==> src/rtl/stn2tft_pkg.sv <==
// Shared geometry and types for the STN2TFT converter.
// The TFT scan-out block imports the same constants, so the frame RAM layout stays consistent.
package stn2tft_pkg;

  localparam int LINE_BYTES  = 32;
  localparam int FRAME_LINES = 192;
  localparam int ADDR_W      = 13;
  localparam int SYNC_STAGES = 2;
  localparam int RAM_DEPTH   = 6144;
  localparam int FIFO_W      = ADDR_W + 8;

  // Which half of the byte the next falling fpshift edge delivers.
  typedef enum logic {
    NIB_HI = 1'b0,
    NIB_LO = 1'b1
  } nib_phase_e;

endpackage

==> src/rtl/stn_sync_edge.sv <==
// Multi-bit synchronizer with one history stage.
// Each bit produces its synced level plus single-cycle rise and fall strobes.
module stn_sync_edge #(
  parameter int WIDTH  = 7,
  parameter int STAGES = 2
) (
  input  logic             clk,
  input  logic             rst_x,
  input  logic [WIDTH-1:0] din,
  output logic [WIDTH-1:0] level,
  output logic [WIDTH-1:0] rise,
  output logic [WIDTH-1:0] fall
);

  logic [WIDTH-1:0] chain [STAGES];
  logic [WIDTH-1:0] hist;

  always_ff @(posedge clk or negedge rst_x) begin
    if (!rst_x) begin
      for (int i = 0; i < STAGES; i++) begin
        chain[i] <= '0;
      end
      hist <= '0;
    end else begin
      chain[0] <= din;
      for (int i = 1; i < STAGES; i++) begin
        chain[i] <= chain[i-1];
      end
      hist <= chain[STAGES-1];
    end
  end

  assign level = chain[STAGES-1];
  assign rise  = level & ~hist;
  assign fall  = hist & ~level;

endmodule

==> src/rtl/stn_capture.sv <==
// STN panel capture: samples the asynchronous panel bus, packs nibble pairs into bytes
// and queues frame-buffer writes through a two-entry FIFO toward the frame RAM.
module stn_capture #(
  parameter int LINE_BYTES  = stn2tft_pkg::LINE_BYTES,
  parameter int FRAME_LINES = stn2tft_pkg::FRAME_LINES,
  parameter int ADDR_W      = stn2tft_pkg::ADDR_W,
  parameter int SYNC_STAGES = stn2tft_pkg::SYNC_STAGES
) (
  input  logic              clk,
  input  logic              rst_x,
  input  logic              stn_fpframe,
  input  logic              stn_fpline,
  input  logic              stn_fpshift,
  input  logic [3:0]        stn_fpdat,
  output logic              wr_req,
  output logic [ADDR_W-1:0] wr_addr,
  output logic [7:0]        wr_data,
  input  logic              wr_ack,
  output logic              frame_start,
  output logic              locked,
  output logic              ovf
);

  import stn2tft_pkg::*;

  localparam int COL_W   = $clog2(LINE_BYTES + 1);
  localparam int ROW_W   = $clog2(FRAME_LINES + 1);
  localparam int ENTRY_W = ADDR_W + 8;

  localparam logic [COL_W-1:0]  COL_LIMIT = COL_W'(LINE_BYTES);
  localparam logic [ROW_W-1:0]  ROW_LIMIT = ROW_W'(FRAME_LINES);
  localparam logic [ADDR_W-1:0] LINE_STEP = ADDR_W'(LINE_BYTES);

  logic [6:0] sync_level;
  logic [6:0] sync_rise;
  logic [6:0] sync_fall;

  stn_sync_edge #(
    .WIDTH  (7),
    .STAGES (SYNC_STAGES)
  ) u_sync (
    .clk   (clk),
    .rst_x (rst_x),
    .din   ({stn_fpframe, stn_fpline, stn_fpshift, stn_fpdat}),
    .level (sync_level),
    .rise  (sync_rise),
    .fall  (sync_fall)
  );

  logic       line_rise;
  logic       shift_fall;
  logic       frame_level;
  logic [3:0] nib_data;
  logic       unused_edges;

  assign line_rise   = sync_rise[5];
  assign shift_fall  = sync_fall[4];
  assign frame_level = sync_level[6];
  assign nib_data    = sync_level[3:0];

  // Edge strobes and levels the capture logic has no use for are folded away here.
  assign unused_edges = ^{sync_rise[6], sync_rise[4:0], sync_fall[6:5],
                          sync_fall[3:0], sync_level[5:4]};

  logic [ROW_W-1:0]  row;
  logic [COL_W-1:0]  col;
  logic [ADDR_W-1:0] line_base;
  logic [3:0]        byte_hi;
  nib_phase_e        nib_phase;

  logic              capture_shift;
  logic              push;
  logic [ENTRY_W-1:0] push_entry;
  logic              frame_clear;

  assign frame_clear = line_rise && frame_level;

  always_comb begin
    capture_shift = 1'b0;
    push          = 1'b0;
    if (shift_fall && !line_rise && locked && (row < ROW_LIMIT) && (col < COL_LIMIT)) begin
      capture_shift = 1'b1;
      push          = (nib_phase == NIB_LO);
    end
  end

  assign push_entry = {line_base + ADDR_W'(col), byte_hi, nib_data};

  always_ff @(posedge clk or negedge rst_x) begin
    if (!rst_x) begin
      row         <= '0;
      col         <= '0;
      line_base   <= '0;
      byte_hi     <= '0;
      nib_phase   <= NIB_HI;
      locked      <= 1'b0;
      frame_start <= 1'b0;
    end else begin
      frame_start <= 1'b0;
      if (line_rise) begin
        col       <= '0;
        nib_phase <= NIB_HI;
        if (frame_level) begin
          row         <= '0;
          line_base   <= '0;
          frame_start <= 1'b1;
          locked      <= 1'b1;
        end else if (locked && (row < ROW_LIMIT)) begin
          row       <= row + 1'b1;
          line_base <= line_base + LINE_STEP;
        end
      end else if (capture_shift) begin
        if (nib_phase == NIB_HI) begin
          byte_hi   <= nib_data;
          nib_phase <= NIB_LO;
        end else begin
          nib_phase <= NIB_HI;
          col       <= col + 1'b1;
        end
      end
    end
  end

  logic [ENTRY_W-1:0] fifo_mem [2];
  logic               rd_ptr;
  logic               wr_ptr;
  logic [1:0]         fifo_count;
  logic               fifo_full;
  logic               pop;
  logic               push_ok;

  assign fifo_full = (fifo_count == 2'd2);
  assign wr_req    = (fifo_count != 2'd0);
  assign pop       = wr_req && wr_ack;
  // When full, a same-cycle pop frees exactly the slot the write pointer targets.
  assign push_ok   = push && (!fifo_full || pop);

  always_ff @(posedge clk or negedge rst_x) begin
    if (!rst_x) begin
      fifo_mem[0] <= '0;
      fifo_mem[1] <= '0;
      rd_ptr      <= 1'b0;
      wr_ptr      <= 1'b0;
      fifo_count  <= 2'd0;
    end else begin
      if (push_ok) begin
        fifo_mem[wr_ptr] <= push_entry;
        wr_ptr           <= ~wr_ptr;
      end
      if (pop) begin
        rd_ptr <= ~rd_ptr;
      end
      case ({push_ok, pop})
        2'b10:   fifo_count <= fifo_count + 2'd1;
        2'b01:   fifo_count <= fifo_count - 2'd1;
        default: fifo_count <= fifo_count;
      endcase
    end
  end

  assign {wr_addr, wr_data} = fifo_mem[rd_ptr];

  always_ff @(posedge clk or negedge rst_x) begin
    if (!rst_x) begin
      ovf <= 1'b0;
    end else if (frame_clear) begin
      ovf <= 1'b0;
    end else if (push && fifo_full && !pop) begin
      ovf <= 1'b1;
    end
  end

endmodule

==> config.mk <==
export PLATFORM = sky130hd
export DESIGN_NAME = stn_capture
export DESIGN_NICKNAME = d
export VERILOG_FILES = /design/src/rtl/stn2tft_pkg.sv /design/src/rtl/stn_sync_edge.sv /design/src/rtl/stn_capture.sv
export SDC_FILE = /design/constraint.sdc
export NUM_CORES = 1
export LEC_CHECK = 0
export BUFFER_PORTS_ARGS = -buffer_cell sky130_fd_sc_hd__buf_2
export CORE_UTILIZATION = 59
export CTS_CLUSTER_DIAMETER = 80
export CTS_CLUSTER_SIZE = 24
export DETAILED_ROUTE_END_ITERATION = 10
export PLACE_DENSITY = 0.79
export SYNTH_ARGS = -nofsm -noshare
export SYNTH_HDL_FRONTEND = slang
export SYNTH_SLANG_ARGS = --single-unit
==> constraint.sdc <==
create_clock -name clk -period 1.82 [get_ports clk]
set_input_delay 0.091 -clock clk [delete_from_list [all_inputs] [get_ports clk]]
set_output_delay 0.091 -clock clk [all_outputs]
set_load 0.01 [all_outputs]
==> summary.md <==
| Metric | Value |
|---|---|
| Mapped Cells | 300 |
| Status | finished clean |
| H-tree Lvls | 3 |
| Hold Crit Depth | 3 |
| Clk pwr share | 24.5% |
| Critical-path maximum fanout | 21 |
| Routed len/inst | 14.9 um |
| Switch Pwr | 1510 uW |
| Final std cells w/o fill | 460 |
| Initial antenna violation count | 0 |
| Startpoint type of the worst setup path | flop |
| Flop pwr share | 50.4% |
| Syn Nets | 315 |
| Worst R2R Start | row[6]$_DFFE_PN0P_ |
| P_leak | 0.00238 uW |
| Initial DRC count | 112 |
| Logic pwr share | 25.0% |
| Total CTS buffers | 9 |
| P_int | 3800 uW |
| Fin crit share | 97.4% |
| Vias | 2,448 |
| Initial Util | 61.1% |
| Syn. warnings | 0 |
| Hold EP | rd_ptr$_DFFE_PN0P_ |
| Reg2Reg Depth | 5 |
| Core Footprint | 0.00679 sq mm |
| Commonest non-fill, non-tap cell in the layout | dfrtp_1 |
| Avg Inst Size Synth | 13.8 sq um |
| Total gr overflow | 0 |
| Die width | 85.9 um |
| P&R area growth vs syn | 16.3% |
| Diodes inserted | 0 |
| GPL Wtd Cong | 0.784 |
| Hold Fails Final Rpt | 0 |
| Layout cell share with drive strength beyond 1 | 39.3% |
| Clk sinks | 92 |
| Die Y-Extent | 85.9 um |
| Clk_skew | 0.00828 ns |
| Slew margin rel. | 64.0% |
| Synth top area share | 55.4% |
| HPWL after detailed placement | 4640 um |
| FP Rows | 30 |
| Synth area leaders | dfrtp_1, mux2_4, mux2_2, xnor2_1, xor2_1 |
| Full die area | 0.00738 sq mm |
| Worst Tran Pin Value | 0.540 ns |
| Clock-pin slew on the worst setup and hold paths | 0.08 ns |
| Bufs on Longest Clock Path | 2 |
| Placed insts | 433 |
| Port Buf Inserts | 34 |
| Layout Nets | 374 |
| DR pass1 iterations | 4 |
| Netlist Area Pre-Place | 0.00415 sq mm |
| Post-Route WL | 6870 um |
| Register area share after synthesis | 55.4% |
| Root buffer cell | clkbuf_8 |
| Setup crit end kind | flop |
| Worst Hold Class | input pin to flop |
| Yosys cell types | 52 |
| WS Path Type | flop to flop |
| Power density over cell area | 1100 mW/mm^2 |
| I/O Pins | 35 |
| Worst path arrival time | 2.01 ns |
| F_max | 0.564 GHz |
| Final setup TNS | 0 ns |
| Sw Share | 28.5% |
| Largest net degree at the start of global routing | 43 |
| Min Tclk post-route | 1.77 ns |
| Hold Path Origin | wr_ack |
| Fill cell total of the finished layout | 461 |
| R2r setup slk | 0.05 ns |
| DRT antenna net count | 0 |
| VDD IR max | 0.000806 V |
| Vias in the first global route | 2,465 |
| Clock Latency Late Sink | 0.35 ns |
| Terminus of the critical flop-to-flop path | fifo_mem[35]$_DFFE_PN0P_ |
| CTS tree | yes |
| Commonest non-fill, non-tap cells in the layout | dfrtp_1, mux2_4, buf_2, mux2_2, buf_4 |
| Via-to-Cell Ratio | 5.32 |
| # DRC | 0 |
| Max-slew violations | 0 |
| First-pass GRT wire length | 11,800 um |
| Largest area contributor in the netlist | dfrtp_1 |
| GRT Util Overall | 20.9% |
| Synthesized flop and latch total | 92 |
| Max-cap violation count | 0 |
| Final setup vio count | 0 |
| WP data required | 2.06 ns |
## layer usage
layer	wire (um)	GRT usage, %	up-vias	share of wire [%]
li1	-	-	1193	-
met1	3390	30.1	1210	49
met2	3220	31.2	37	47
met3	136	4.04	8	2.0
met4	126	9.24	0	1.8
met5	0	0	-	0
## flip-flops by register name (all words and copies together) (netlist names)
signal        count
u_sync.chain      7
line_base         8
nib_phase         1
rd_ptr            1
ovf               1
u_sync.level      7
col               6
wr_ptr            1
byte_hi           4
fifo_mem         42
frame_start       1
u_sync.hist       2
fifo_count        2
row               8
locked            1
## through the flow
step / hold slack (ns) / instance area (sq um) / power, uW / util [%] / setup WS, ns
CTS: 0.108 / 4810 / 5370 / 70.8 / 0.0204
global placement: 0.101 / 4520 / 3990 / 66.6 / 0.0688
global route: 0.136 / 4830 / 5610 / 71.1 / -0.0276
floorplan: -0.205 / 4150 / 3610 / - / 0.111
finish: 0.121 / 4830 / 5320 / 71.1 / 0.0477
detailed placement: 0.104 / 4520 / 4040 / 66.6 / 0.0103
## logic make-up after synthesis
| logic type | Yosys count | share of synthesized area [%] |
|---|---|---|
| and+or+nand+nor | 67 | 9.43 |
| xor gates and xnor gates | 18 | 3.80 |
| adders and majority gates | 5 | 1.51 |
| AOI/OAI and AO/OA | 34 | 5.48 |
| DFF | 92 | 55.4 |
| muxes | 68 | 22.0 |
| buffers and inverters | 16 | 2.32 |
## worst max-delay path by stage
stage,from,to,slack [ns]
5_1_grt,col[5]$_DFFE_PN0P_,fifo_mem[35]$_DFFE_PN0P_,-0.03
3_5_place_dp,col[5]$_DFFE_PN0P_,fifo_mem[35]$_DFFE_PN0P_,0.01
6_report,row[6]$_DFFE_PN0P_,fifo_mem[35]$_DFFE_PN0P_,0.05
3_3_place_gp,col[5]$_DFFE_PN0P_,fifo_mem[35]$_DFFE_PN0P_,0.07
4_1_cts,col[5]$_DFFE_PN0P_,fifo_mem[35]$_DFFE_PN0P_,0.02
2_1_floorplan,locked$_DFFE_PN0P_,fifo_mem[21]$_DFFE_PN0P_,0.11
## cell type report
type	count	area, sq um	share of cell area [%]
inverters	3	11.3	0.233
flip-flops and latches	92	2300	47.7
repair buffers	61	433	8.97
clock inverters	4	31.3	0.648
clock buffers	12	165	3.42
multi-input cells	192	1770	36.6
well taps	96	120	2.49
## power groups by stage
stage,combinational (uW),clock (uW),sequential [uW]
global placement,1300,0,2700
finish,1330,1310,2680
floorplan,977,0,2630
CTS,1350,1340,2680
global route,1450,1430,2730
detailed placement,1330,0,2710
## Yosys cell counts, drive strengths merged
cell type  number
dfrtp          92
mux2           67
nand2          16
nor2           12
a21oi           9
buf             9
o21ai           9
xnor2           9
xor2            9
nand3           6
ha              5
nand4           5
clkbuf          4
nand2b          4
nor3            4
nor4            4
or3             4
inv             3
o211ai          3
a211o           2
nor3b           2
or2             2
or4             2
a21bo           1
a21boi          1
a21o            1
a22o            1
a22oi           1
a311oi          1
a31oi           1
a32o            1
and2            1
and3            1
and4            1
mux2i           1
nand3b          1
nor2b           1
o21a            1
o31ai           1
o32ai           1
or3b            1
## worst max-delay path, stage by stage, from the launching register on
cell and delay [ns]:
dfrtp_1 0.43, a21boi_2 0.22, nand4_1 0.21, nor3_4 0.21, buf_12 0.23, mux2_2 0.35
## timing repair
item                                    in CTS  in global routing
endpoints found under the hold margin       47                  0
pin swaps                                    1                  2
hold buffers                                 8                  0
endpoints found under the setup margin       1                 22
setup buffers                                1                  2
cloned                                       0                  0
gates resized for setup                      0                  1
Power figures use the tool's default switching activity.
